===== src/rtl/rom_fetch_arbiter.sv =====
// -----------------------------------------------------------------------------
// rom_fetch_arbiter
//
// Purpose:
//    Sequencer and two-port round-robin arbiter for the split program ROM
//    (MemoriesROM). This block is the only driver of ROMEnable/AddressROM.
//    It issues one synchronous ROM read at a time and returns each
//    Instruction word to the port that requested it.
//
// Handshake (both ports):
//    A requester raises ReqN with a stable AddrN and holds both until it
//    sees GntN. GntN is a one-cycle accept pulse. The requester drops ReqN,
//    or moves AddrN on to its next address, at the edge after GntN. A ReqN
//    still high when the arbiter next samples it counts as a new request.
//    ValidN is a one-cycle pulse that marks a new word in DataN. DataN
//    holds that word until the next capture for the same port.
//
// Ports:
//    CLK          in   clock shared with MemoriesROM
//    RSTn         in   synchronous active-low reset
//    Req0/Req1    in   read request, port 0 (fetch) / port 1 (debug/loader)
//    Addr0/Addr1  in   ROM word address for each port
//    Gnt0/Gnt1    out  one-cycle accept pulse
//    Valid0/1     out  one-cycle pulse, Data0/1 holds a new word
//    Data0/Data1  out  last word returned to each port
//    ROMEnable    out  ROM read strobe (MemoriesROM.ROMEnable)
//    AddressROM   out  ROM word address (MemoriesROM.AddressROM)
//    Instruction  in   ROM read data, valid the cycle after the strobe
//    Busy         out  high while a read is in flight (FETCH or WAIT)
//    StateDbg     out  current FSM state (0 IDLE, 1 FETCH, 2 WAIT)
// -----------------------------------------------------------------------------
module rom_fetch_arbiter #(
   parameter int WidthInstruction = 32,
   parameter int ROM_ADDR_BITS    = 4
) (
   input  logic                        CLK,
   input  logic                        RSTn,
   input  logic                        Req0,
   input  logic [ROM_ADDR_BITS-1:0]    Addr0,
   output logic                        Gnt0,
   output logic                        Valid0,
   output logic [WidthInstruction-1:0] Data0,
   input  logic                        Req1,
   input  logic [ROM_ADDR_BITS-1:0]    Addr1,
   output logic                        Gnt1,
   output logic                        Valid1,
   output logic [WidthInstruction-1:0] Data1,
   output logic                        ROMEnable,
   output logic [ROM_ADDR_BITS-1:0]    AddressROM,
   input  logic [WidthInstruction-1:0] Instruction,
   output logic                        Busy,
   output logic [1:0]                  StateDbg
);

   typedef enum logic [1:0] {
      ST_IDLE  = 2'd0,
      ST_FETCH = 2'd1,
      ST_WAIT  = 2'd2
   } state_t;

   state_t                      state_q, state_d;
   logic                        owner_q, owner_d;   // port whose read is in flight
   logic                        prio_q, prio_d;     // port favoured on a tie
   logic                        gnt0_q, gnt0_d;
   logic                        gnt1_q, gnt1_d;
   logic                        valid0_q, valid0_d;
   logic                        valid1_q, valid1_d;
   logic [WidthInstruction-1:0] data0_q, data0_d;
   logic [WidthInstruction-1:0] data1_q, data1_d;
   logic                        en_q, en_d;
   logic [ROM_ADDR_BITS-1:0]    addr_q, addr_d;
   logic                        busy_q, busy_d;

   // Arbitration helpers
   logic do_arb;   // requests are sampled this cycle
   logic arb_ptr;  // tie-break pointer in effect this cycle
   logic winner;   // port that wins when do_arb and any request is set

   always_comb begin
      state_d  = state_q;
      owner_d  = owner_q;
      prio_d   = prio_q;
      gnt0_d   = 1'b0;
      gnt1_d   = 1'b0;
      valid0_d = 1'b0;
      valid1_d = 1'b0;
      data0_d  = data0_q;
      data1_d  = data1_q;
      en_d     = 1'b0;
      addr_d   = addr_q;
      do_arb   = 1'b0;
      arb_ptr  = prio_q;
      winner   = 1'b0;

      case (state_q)
         ST_IDLE: begin
            do_arb = 1'b1;
         end
         ST_FETCH: begin
            // ROM samples AddressROM at the end of this cycle.
            state_d = ST_WAIT;
         end
         ST_WAIT: begin
            if (owner_q) begin
               data1_d  = Instruction;
               valid1_d = 1'b1;
            end else begin
               data0_d  = Instruction;
               valid0_d = 1'b1;
            end
            // The pointer moves past the port just served, and the
            // re-arbitration in this same cycle already uses the new value.
            prio_d  = ~owner_q;
            arb_ptr = ~owner_q;
            do_arb  = 1'b1;
            state_d = ST_IDLE;
         end
         default: begin
            state_d = ST_IDLE;
         end
      endcase

      if (do_arb && (Req0 || Req1)) begin
         winner  = (Req0 && Req1) ? arb_ptr : Req1;
         owner_d = winner;
         gnt0_d  = ~winner;
         gnt1_d  = winner;
         en_d    = 1'b1;
         addr_d  = winner ? Addr1 : Addr0;
         state_d = ST_FETCH;
      end

      busy_d = (state_d != ST_IDLE);
   end

   always_ff @(posedge CLK) begin
      if (!RSTn) begin
         state_q  <= ST_IDLE;
         owner_q  <= 1'b0;
         prio_q   <= 1'b0;
         gnt0_q   <= 1'b0;
         gnt1_q   <= 1'b0;
         valid0_q <= 1'b0;
         valid1_q <= 1'b0;
         data0_q  <= '0;
         data1_q  <= '0;
         en_q     <= 1'b0;
         addr_q   <= '0;
         busy_q   <= 1'b0;
      end else begin
         state_q  <= state_d;
         owner_q  <= owner_d;
         prio_q   <= prio_d;
         gnt0_q   <= gnt0_d;
         gnt1_q   <= gnt1_d;
         valid0_q <= valid0_d;
         valid1_q <= valid1_d;
         data0_q  <= data0_d;
         data1_q  <= data1_d;
         en_q     <= en_d;
         addr_q   <= addr_d;
         busy_q   <= busy_d;
      end
   end

   assign Gnt0       = gnt0_q;
   assign Gnt1       = gnt1_q;
   assign Valid0     = valid0_q;
   assign Valid1     = valid1_q;
   assign Data0      = data0_q;
   assign Data1      = data1_q;
   assign ROMEnable  = en_q;
   assign AddressROM = addr_q;
   assign Busy       = busy_q;
   assign StateDbg   = state_q;

endmodule


===== config.mk =====
export PLATFORM = sky130hd
export DESIGN_NAME = rom_fetch_arbiter
export DESIGN_NICKNAME = d
export VERILOG_FILES = /design/src/rtl/rom_fetch_arbiter.sv
export SDC_FILE = /design/constraint.sdc
export NUM_CORES = 1
export LEC_CHECK = 0
export ABC_AREA = 1
export CELL_PAD_IN_SITES_DETAIL_PLACEMENT = 1
export CELL_PAD_IN_SITES_GLOBAL_PLACEMENT = 1
export CORE_UTILIZATION = 27
export CTS_BUF_LIST = sky130_fd_sc_hd__clkbuf_2 sky130_fd_sc_hd__clkbuf_4 sky130_fd_sc_hd__clkbuf_8
export DETAILED_ROUTE_END_ITERATION = 8
export MAX_ROUTING_LAYER = met4
export PLACE_DENSITY_LB_ADDON = 0.1
export SYNTH_ARGS = -nofsm -noshare
export SYNTH_HDL_FRONTEND = slang
export SYNTH_SLANG_ARGS = --single-unit

===== constraint.sdc =====
create_clock -name CLK -period 1.1 [get_ports CLK]
set_input_delay 0.22 -clock CLK [delete_from_list [all_inputs] [get_ports CLK]]
set_output_delay 0.22 -clock CLK [all_outputs]
set_load 0.01 [all_outputs]

==> results by group, run 1 <==
Worst setup path
  – CP Capture Type: flip-flop
  – Crit path kind: reg -> reg
  – Critical path's largest stage delay: 370 ps
  – Most common cell on crit path: buf_8
  – CP arrival: 1490 ps
  – Worst path cell trace: buf_12 -> nand3_4 -> buf_8 -> buf_8 -> nand2_1 -> a21oi_2
  – CP top delay family: buffers and inverters
  – Worst EP required: 1380 ps
  – Critical Path Start Type: flip-flop
  – Crit path buf inv count: 3
  – Critical path peak fanout: 7
  – CP max-delay cell: dfxtp_4

Power and ir drop
  – Power density cells: 1300 nW/µm²
  – Sw frac: 0.2553
  – Leak: 1.915 nW
  – Pint: 4.394 mW
  – P_sw: 1.506 mW
  – Clock network power share: 0.372
  – VDD IR max: 498.1 µV
  – Final Power: 5.900 mW
  – Comb power frac: 0.126
  – Sequential Power Share: 0.502

Clock tree
  – Root Buffer: clkbuf_8
  – CTS clk-pin slew, worst paths: 90 ps
  – Clk buf depth: 2
  – Clock buffer count from CTS: 9
  – Worst-Skew Late Latency: 340 ps
  – Clock sinks: 78
  – H-tree lvl count: 3
  – CTS tree: yes

Timing
  – Setup violations, final: 71
  – Peak Freq: 826.3 MHz
  – Worst slew margin: 0.8464
  – RSZ-0062 raised after global routing: true
  – Final Hold Viols: 0
  – Max Slew Vio Count: 0
  – Clock Skew: 14.81 ps
  – Worst Tran Pin Value: 230.0 ps
  – Setup TNS: -4663 ps
  – Min Clock Period, post-route: 1210 ps
  – Period utilization: 1.100
  – Setup slack after layout: -110.2 ps

Run status
  – Failing checks: setup timing
  – Outcome: finished with violations

Floorplan
  – Boundary pin count: 120
  – Cell row count: 36
  – DIE AREA: 10,690 µm²
  – Core region area: 9864 µm²
  – Die Width: 103.4 µm
  – Initial Util: 0.2815
  – Die height: 103.4 µm

Route
  – DRC errors left: 0
  – First-iteration detailed-routing DRC count: 48
  – Total wire length: 9583 µm
  – Final ANT Viol Nets: 0
  – Routed vias/inst: 4.498
  – First-pass DRT Iterations: 4
  – DR vias: 2,829
  – Routed WL per cell: 15.24 µm

Min path
  – Worst hold path class: in -> reg

Cells and area
  – Area grow syn2layout: 63.50%
  – Final Util: 0.4602
  – Antenna cells: 0
  – Nets: 536
  – Layout cell share with drive strength beyond 1: 0.4516

Placement
  – DP Worst Slack: -401.3 ps
  – GPL Wtd Cong: 0.8659
  – Input/output buffers: 119
  – Detailed placement HPWL: 6300 µm

Run
  – Total of max-cap violations: 0

Logic synthesis
  – Yosys warning count: 0
  – Sequential area share after synthesis: 0.5624
  – Post-Syn Nets: 393
  – Yosys reg bits: 78
  – Synthesized instance count: 349
  – Syn_area_per_cell: 7.955 µm²
  – Netlist cell types: 18
  – Post-synthesis cell area: 2776 µm²

Global routing
  – Largest net degree at the start of global routing: 38
  – Gr usage total: 0.1831
  – Total grt overflow: 0
  – First-pass GRT wire length: 14,350 µm
  – Vias in the first global route: 2,875
  – Initial antenna violation count: 0
## synth_stat cells, drive strengths merged
cell type	n	area share
a21oi	66	0.12
buf	12	0.034
clkbuf	8	0.011
clkinv	1	0.0018
dfxtp	78	0.56
inv	12	0.016
nand2	139	0.19
nand3	16	0.040
nor2	12	0.016
nor3	2	0.0036
o21ai	1	0.0032
o31ai	1	0.0027
or2	1	0.0023
## cells by family (layout without fill, tap and decap cells)
| family | Yosys count | after routing | synth area share |
|---|---|---|---|
| buffers and inverters | 33 | 180 | 0.06309 |
| AO/OA/AOI/OAI | 68 | 68 | 0.1248 |
| flip-flops | 78 | 78 | 0.5624 |
| AND/OR/NAND/NOR | 170 | 170 | 0.2497 |
## timing repair
action | in CTS | in global routing
cloned | 2 | 4
buffers inserted | 5 | 0
hold buffers | 0 | 0
pin swaps | 4 | 15
setup endpoints to repair | 147 | 75
resized for setup | 374 | 46
## worst reg2reg max path, delay by kind of cell (launching register included)
family,cells,cell delay (ps)
AND/OR/NAND/NOR,2,220
flip-flops,1,370
buffers and inverters,3,440
AO/OA/AOI/OAI,1,120
## metrics by stage
step                      hold slack (ps)  instances  area (µm²)
after detailed placement            455.6        603        4250
after floorplan                     362.7        349        2778
after global placement              449.6        603        4250
after CTS                           433.4        625        4295
final                               343.6        629        4539
after global routing                389.7        629        4539
## worst paths after layout
path,startpoint,slack [ps],end,cells after the start
setup reg to reg,StateDbg[1],-110,Data1[22],6
hold reg to reg,Data1[2],460,Data1[2],2
setup / recovery,StateDbg[1],-110,Data1[22],6
hold / removal,Req1,340,StateDbg[0],3
## final cells by class
type / instances / area, µm²
Inverter: 13 / 61.31
Multi-Input combinational cell: 238 / 1174
Sequential cell: 78 / 1634
Timing Repair Buffer: 152 / 1306
Fill cell: 1168 / 5325
Tap cell: 133 / 166.4
Clock buffer: 10 / 137.6
Clock inverter: 5 / 60.06
## registers in the layout, indices dropped and copies added, names as in the netlist, 2 cells and up
register	count
AddressROM	4
StateDbg	2
Data1	32
Data0	32
## power by group through the flow
stage | sequential (mW) | combinational (mW) | clock (mW)
4_1_cts | 2.96 | 0.719 | 2.25
3_3_place_gp | 3.02 | 0.735 | 0
2_1_floorplan | 3.06 | 0.236 | 0
5_1_grt | 2.97 | 0.814 | 2.37
3_5_place_dp | 3.02 | 0.746 | 0
6_report | 2.96 | 0.745 | 2.19
## placed cells by master, fill, tap and decap left out
cell type	Yosys	routed
clkinv_2	1	1
o21ai_2	1	1
a21oi_2	0	19
bufinv_16	0	1
inv_2	3	3
nand3_4	2	2
nor3_2	0	1
clkdlybuf4s50_1	0	42
inv_8	0	1
buf_2	4	73
clkbuf_8	0	10
o31ai_1	1	1
clkbuf_16	0	4
a21oi_1	66	47
nand2_4	0	4
dfxtp_2	0	55
clkinv_4	0	3
dfxtp_1	78	22
nor2_1	12	12
dlymetal6s2s_1	0	1
buf_16	0	2
buf_6	6	6
buf_8	0	4
nand2_2	0	9
nand3_1	13	12
or2_2	1	1
nand3_2	1	2
clkinvlp_4	0	1
nand2_1	139	126
inv_1	9	8
nor3_1	2	1
buf_4	0	14
buf_12	0	6
dfxtp_4	0	1
## routing by layer
layer,track usage,wire (µm)
met1,0.2218,4387
met2,0.3072,4609
met5,-,0
met4,0.06501,138
met3,0.03024,448
Power figures use the tool's default switching activity.
==> run 2, diff against run 1 <==
Settings changed: CORE_MARGIN set to 4.
==> results by group, run 2 (synthesis results as in run 1) <==
Floorplan
  – DIE AREA: 11,970 µm² (was 10,690 µm²)
  – Cell row count: 36 (unchanged)
  – Initial Util: 0.2802 (was 0.2815)
  – Die height: 109.4 µm (was 103.4 µm)
  – Core region area: 9910 µm² (was 9864 µm²)
  – Die Width: 109.4 µm (was 103.4 µm)
  – Boundary pin count: 120 (unchanged)

Route
  – Routed WL per cell: 15.58 µm (was 15.24 µm)
  – WL met2: 5038 µm (was 4609 µm)
  – Total wire length: 9844 µm (was 9583 µm)
  – First-pass DRT Iterations: 4 (unchanged)
  – Final ANT Viol Nets: 0 (unchanged)
  – DRC errors left: 0 (unchanged)
  – Max Used Layer: met4 (unchanged)
  – DR vias: 2,841 (was 2,829)
  – Routed vias/inst: 4.495 (was 4.498)
  – Met3 wire length: 525 µm (was 448 µm)
  – M1 WL: 4159 µm (was 4387 µm)
  – First-iteration detailed-routing DRC count: 62 (was 48)

Worst setup path
  – Worst path cell trace: inv_4 -> nand3_4 -> clkinv_8 -> clkbuf_16 -> nand2_4 -> a21oi_2 (was buf_12 -> nand3_4 -> buf_8 -> buf_8 -> nand2_1 -> a21oi_2)
  – Critical path's largest stage delay: 340 ps (was 370 ps)
  – Critical Path Start Type: flip-flop (unchanged)
  – CP top delay family: buffers and inverters (unchanged)
  – Critical path peak fanout: 6 (was 7)
  – Crit path buf inv count: 3 (unchanged)
  – Worst EP required: 1380 ps (about the same)
  – CP Capture Type: flip-flop (unchanged)
  – CP max-delay cell: dfxtp_2 (was dfxtp_4)
  – Crit path kind: reg -> reg (unchanged)
  – CP arrival: 1430 ps (was 1490 ps)

Run status
  – Outcome: finished with violations (unchanged)
  – Failing checks: setup timing (unchanged)

Timing
  – Setup violations, final: 40 (was 71)
  – Max Slew Vio Count: 0 (unchanged)
  – Min Clock Period, post-route: 1146 ps (was 1210 ps)
  – RSZ-0062 raised after global routing: true (unchanged)
  – Setup slack after layout: -45.67 ps (was -110.2 ps)
  – Period utilization: 1.042 (was 1.100)
  – Clock Skew: 9.647 ps (was 14.81 ps)
  – Hold WS: 433.4 ps (was 343.6 ps)
  – Worst Tran Pin Value: 293.2 ps (was 230.0 ps)
  – Worst slew margin: 0.8043 (was 0.8464)
  – Peak Freq: 872.9 MHz (was 826.3 MHz)
  – Final Hold Viols: 0 (unchanged)

Global routing
  – Initial antenna violation count: 0 (unchanged)
  – First-pass GRT wire length: 14,650 µm (was 14,350 µm)
  – Vias in the first global route: 2,989 (was 2,875)
  – Gr usage total: 0.1610 (was 0.1831)
  – Largest net degree at the start of global routing: 29 (was 38)
  – Total grt overflow: 0 (unchanged)

Power and ir drop
  – Leak: 2.049 nW (was 1.915 nW)
  – VDD IR max: 602.6 µV (was 498.1 µV)
  – Power density cells: 1228 nW/µm² (was 1300 nW/µm²)

Clock tree
  – Clk buf depth: 2 (unchanged)
  – Clock sinks: 78 (unchanged)
  – Root Buffer: clkbuf_8 (unchanged)
  – CTS tree: yes (unchanged)
  – Post-CTS Hold Fix Bufs: 0 (unchanged)
  – H-tree lvl count: 3 (unchanged)
  – CTS clk-pin slew, worst paths: 80 ps (was 90 ps)
  – Clock buffer count from CTS: 9 (unchanged)
  – Worst-Skew Late Latency: 340 ps (about the same)

Cells and area
  – Nets: 538 (was 536)
  – Area grow syn2layout: 69.00% (was 63.50%)
  – Layout Cells excl Fill: 632 (was 629)
  – Commonest non-fill, non-tap cell in the layout: nand2_1 (unchanged)
  – Final Util: 0.4735 (was 0.4602)
  – Commonest non-fill, non-tap cells in the layout: nand2_1, buf_2, dfxtp_2 (unchanged)
  – Filler cell count: 1,198 (was 1,168)
  – Antenna cells: 0 (unchanged)
  – Layout cell share with drive strength beyond 1: 0.5150 (was 0.4516)

Run
  – Total of max-cap violations: 0 (unchanged)

Placement
  – DP Worst Slack: -341.8 ps (was -401.3 ps)
  – Placed cells: 603 (unchanged)
  – Input/output buffers: 119 (unchanged)
  – GPL Wtd Cong: 0.7106 (was 0.8659)
  – Detailed placement HPWL: 6476 µm (was 6300 µm)

Min path
  – Worst hold path class: in -> reg (unchanged)
==> run 2: cell count changes in the layout (fill, tap and decap cells not counted), moves of 3 or more <==
cell and delta:
a21oi_2 +5, nand3_2 +4, nand2_1 -14, nand3_1 -6, buf_4 +4, buf_8 -3
nand2_4 +12, a21oi_1 -5
==> run 2: worst min-delay path, cell delays in order <==
cell and delay (ps):
dlymetal6s2s_1 210, o21ai_4 110, inv_2 120, o31ai_1 80
==> run 2: worst paths after layout <==
check / cells past startpoint / startpoint / endpoint / slack, ps
max: 6 / StateDbg[0] / Data1[25] / -50
max reg2reg: 6 / StateDbg[0] / Data1[25] / -50
min reg2reg: 2 / Data0[8] / Data0[8] / 460
min: 4 / Req0 / owner_q / 430
==> run 2: per-stage QoR <==
step / setup TNS, ps / power (mW) / instance area, µm²
floorplan: 0 / 3.292 / 2778
global placement: -12480 / 3.766 / 4263
detailed placement: -13180 / 3.777 / 4263
CTS: -236.9 / 5.751 / 4263
global route: -4217 / 6.053 / 4692
finish: -646.2 / 5.762 / 4692
==> run 2: area by class of cell <==
class	instances	area, µm²	area share
tap	133	166.4	0.03547
multi-input combinational	238	1350	0.2877
clock inverter	6	46.29	0.009867
inverter	13	68.82	0.01467
sequential	78	1637	0.3488
clock buffer	10	137.6	0.02933
timing repair buffer	153	1279	0.2725
timing repair inverter	1	7.507	0.001600
==> run 2: timing repair <==
action,in CTS,in global routing
pin swaps,2,19
gates resized for setup,371,94
hold endpoints to repair,0,0
endpoints found under the setup margin,135,70
setup buffers,7,0
gates cloned,1,5
==> run 2: routing by layer <==
layer  vias to the layer above  global-route usage
li1                       1411                   -
met1                      1348              0.1887
met2                        73              0.2698
met3                         9             0.04815
met4                         0             0.04185
met5                         -                   -
==> run 2: power by group <==
| part | internal, mW | switching (mW) |
|---|---|---|
| registers | 2.92 | 0.0507 |
| logic | 0.399 | 0.408 |
| clock network | 0.892 | 1.10 |
==> run 3, diff against run 2 <==
Settings changed: PLACE_DENSITY set to 0.83, PLACE_DENSITY_LB_ADDON 0.1 to unset.
==> results by group, run 3 (synthesis results as in run 1) <==
Timing
  – Worst Tran Pin Value: 253.0 ps (was 293.2 ps)
  – Final Hold Viols: 0 (unchanged)
  – Setup slack after layout: -105.6 ps (was -45.67 ps)
  – Clock Skew: 6.731 ps (was 9.647 ps)
  – RSZ-0062 raised after global routing: true (unchanged)
  – Hold WS: 456.4 ps (was 433.4 ps)
  – Peak Freq: 829.5 MHz (was 872.9 MHz)
  – Period utilization: 1.096 (was 1.042)
  – Min Clock Period, post-route: 1206 ps (was 1146 ps)
  – Max Slew Vio Count: 0 (unchanged)
  – Setup violations, final: 67 (was 40)
  – Worst slew margin: 0.8309 (was 0.8043)

Power and ir drop
  – VDD IR max: 689.3 µV (was 602.6 µV)
  – Power density cells: 1312 nW/µm² (was 1228 nW/µm²)
  – Final Power: 6.064 mW (was 5.762 mW)
  – Leak: 1.974 nW (was 2.049 nW)

Worst setup path
  – CP Capture Type: flip-flop (unchanged)
  – Critical Path Start Type: flip-flop (unchanged)
  – Worst EP required: 1330 ps (was 1380 ps)
  – Worst R2R End: Data1[14] (was Data1[25])
  – CP arrival: 1440 ps (was 1430 ps)
  – Worst R2R Start: StateDbg[1] (was StateDbg[0])
  – R2r setup slk: -110 ps (was -50 ps)
  – Crit path kind: reg -> reg (unchanged)
  – Reg2Reg Depth: 6 (unchanged)
  – Critical path peak fanout: 6 (unchanged)

Cells and area
  – Area grow syn2layout: 66.47% (was 69.00%)
  – Nets: 531 (was 538)
  – Commonest non-fill, non-tap cells in the layout: nand2_1, buf_2, dfxtp_2 (unchanged)
  – Layout Cells excl Fill: 624 (was 632)
  – Layout cell share with drive strength beyond 1: 0.5051 (was 0.5150)
  – Commonest non-fill, non-tap cell in the layout: nand2_1 (unchanged)
  – Antenna cells: 0 (unchanged)
  – Filler cell count: 1,183 (was 1,198)
  – Design Area, Final: 4622 µm² (was 4692 µm²)

Global routing
  – Total grt overflow: 0 (unchanged)
  – Initial antenna violation count: 0 (unchanged)
  – Vias in the first global route: 3,193 (was 2,989)
  – First-pass GRT wire length: 15,990 µm (was 14,650 µm)
  – Largest net degree at the start of global routing: 41 (was 29)
  – Gr usage total: 0.1772 (was 0.1610)

Run status
  – Outcome: finished with violations (unchanged)
  – Failing checks: setup timing (unchanged)

Route
  – DR vias: 2,899 (was 2,841)
  – First-iteration detailed-routing DRC count: 78 (was 62)
  – Total wire length: 10,670 µm (was 9844 µm)
  – Final ANT Viol Nets: 0 (unchanged)
  – Routed WL per cell: 17.10 µm (was 15.58 µm)
  – Routed vias/inst: 4.646 (was 4.495)
  – DRC errors left: 0 (unchanged)
  – First-pass DRT Iterations: 4 (unchanged)

Clock tree
  – Clock buffer count from CTS: 9 (unchanged)
  – Clock sinks: 78 (unchanged)
  – CTS clk-pin slew, worst paths: 80 ps (about the same)
  – Worst-Skew Late Latency: 340 ps (about the same)
  – Clk buf depth: 2 (unchanged)
  – H-tree lvl count: 3 (unchanged)
  – Root Buffer: clkbuf_8 (unchanged)
  – CTS tree: yes (unchanged)

Placement
  – Detailed placement HPWL: 7181 µm (was 6476 µm)
  – Placed cell area: 4235 µm² (was 4263 µm²)
  – Placed cells: 601 (was 603)
  – Input/output buffers: 119 (unchanged)
  – GPL Wtd Cong: 0.8853 (was 0.7106)
  – DP Worst Slack: -348.7 ps (was -341.8 ps)

Floorplan
  – Die height: 109.4 µm (unchanged)
  – Initial Util: 0.2802 (unchanged)
  – DIE AREA: 11,970 µm² (unchanged)
  – Boundary pin count: 120 (unchanged)
  – Core region area: 9910 µm² (unchanged)
  – Cell row count: 36 (unchanged)
  – Die Width: 109.4 µm (unchanged)

Min path
  – Worst hold path class: in -> reg (unchanged)
  – Hold path startpoint: Instruction[23] (was Req0)
  – Worst Hold Path EP: Data1[23] (was owner_q)
  – WHS Path Cells: 3 (was 4)

Run
  – Total of max-cap violations: 0 (unchanged)
[run 3: power by group]
group / total [mW] / internal, mW / switching (mW)
Combinational: 0.794 / 0.380 / 0.414
Clock: 2.30 / 1.28 / 1.02
Sequential: 2.97 / 2.92 / 0.0490
[run 3: layout make-up]
cell class	count	area, µm²	share of cell area
Timing Repair Buffer	147	1231	0.2664
Tap cell	133	166.4	0.03600
Sequential cell	78	1633	0.3533
Clock buffer	10	131.4	0.02842
Inverter	13	73.82	0.01597
Clock inverter	5	75.07	0.01624
Multi-Input combinational cell	238	1311	0.2837
[run 3: repair_timing]
action,4_1_cts,5_1_grt
resized for setup,387,66
buffers inserted,6,0
pin swaps,3,11
hold buffers,0,0
endpoints found under the setup margin,145,75
gates cloned,2,3
[run 3: per-stage QoR]
step / setup TNS, ps / utilization
floorplan: 0 / -
global placement: -8538 / 0.4274
detailed placement: -9841 / 0.4274
CTS: -2444 / 0.4347
global route: -8524 / 0.4664
finish: -3758 / 0.4664
[run 3: per-layer routing]
metal | track usage | routed length (µm) | vias up
li1 | - | - | 1393
met3 | 0.03582 | 531 | 21
met2 | 0.3152 | 5529 | 89
met5 | - | 0 | -
met1 | 0.1933 | 4357 | 1396
met4 | 0.07035 | 254 | 0
[run 3: worst max-delay path by stage]
stage,from,endpoint,slack [ps],cells after the start
after detailed placement,Req1,AddressROM[0],-350,8
after global placement,Req1,AddressROM[1],-280,8
after CTS,StateDbg[1],StateDbg[1],-70,2
final,StateDbg[1],Data1[14],-110,6
after floorplan,StateDbg[0],Data1[17],9,5
after global routing,StateDbg[1],Data1[14],-170,6
[run 3: worst max-delay path, cell delays in order (launching register included)]
cell and delay (ps):
dfxtp_4 360, buf_12 130, nand3_4 170, clkinv_8 120
clkbuf_16 180, nand2_1 70, a21oi_1 60
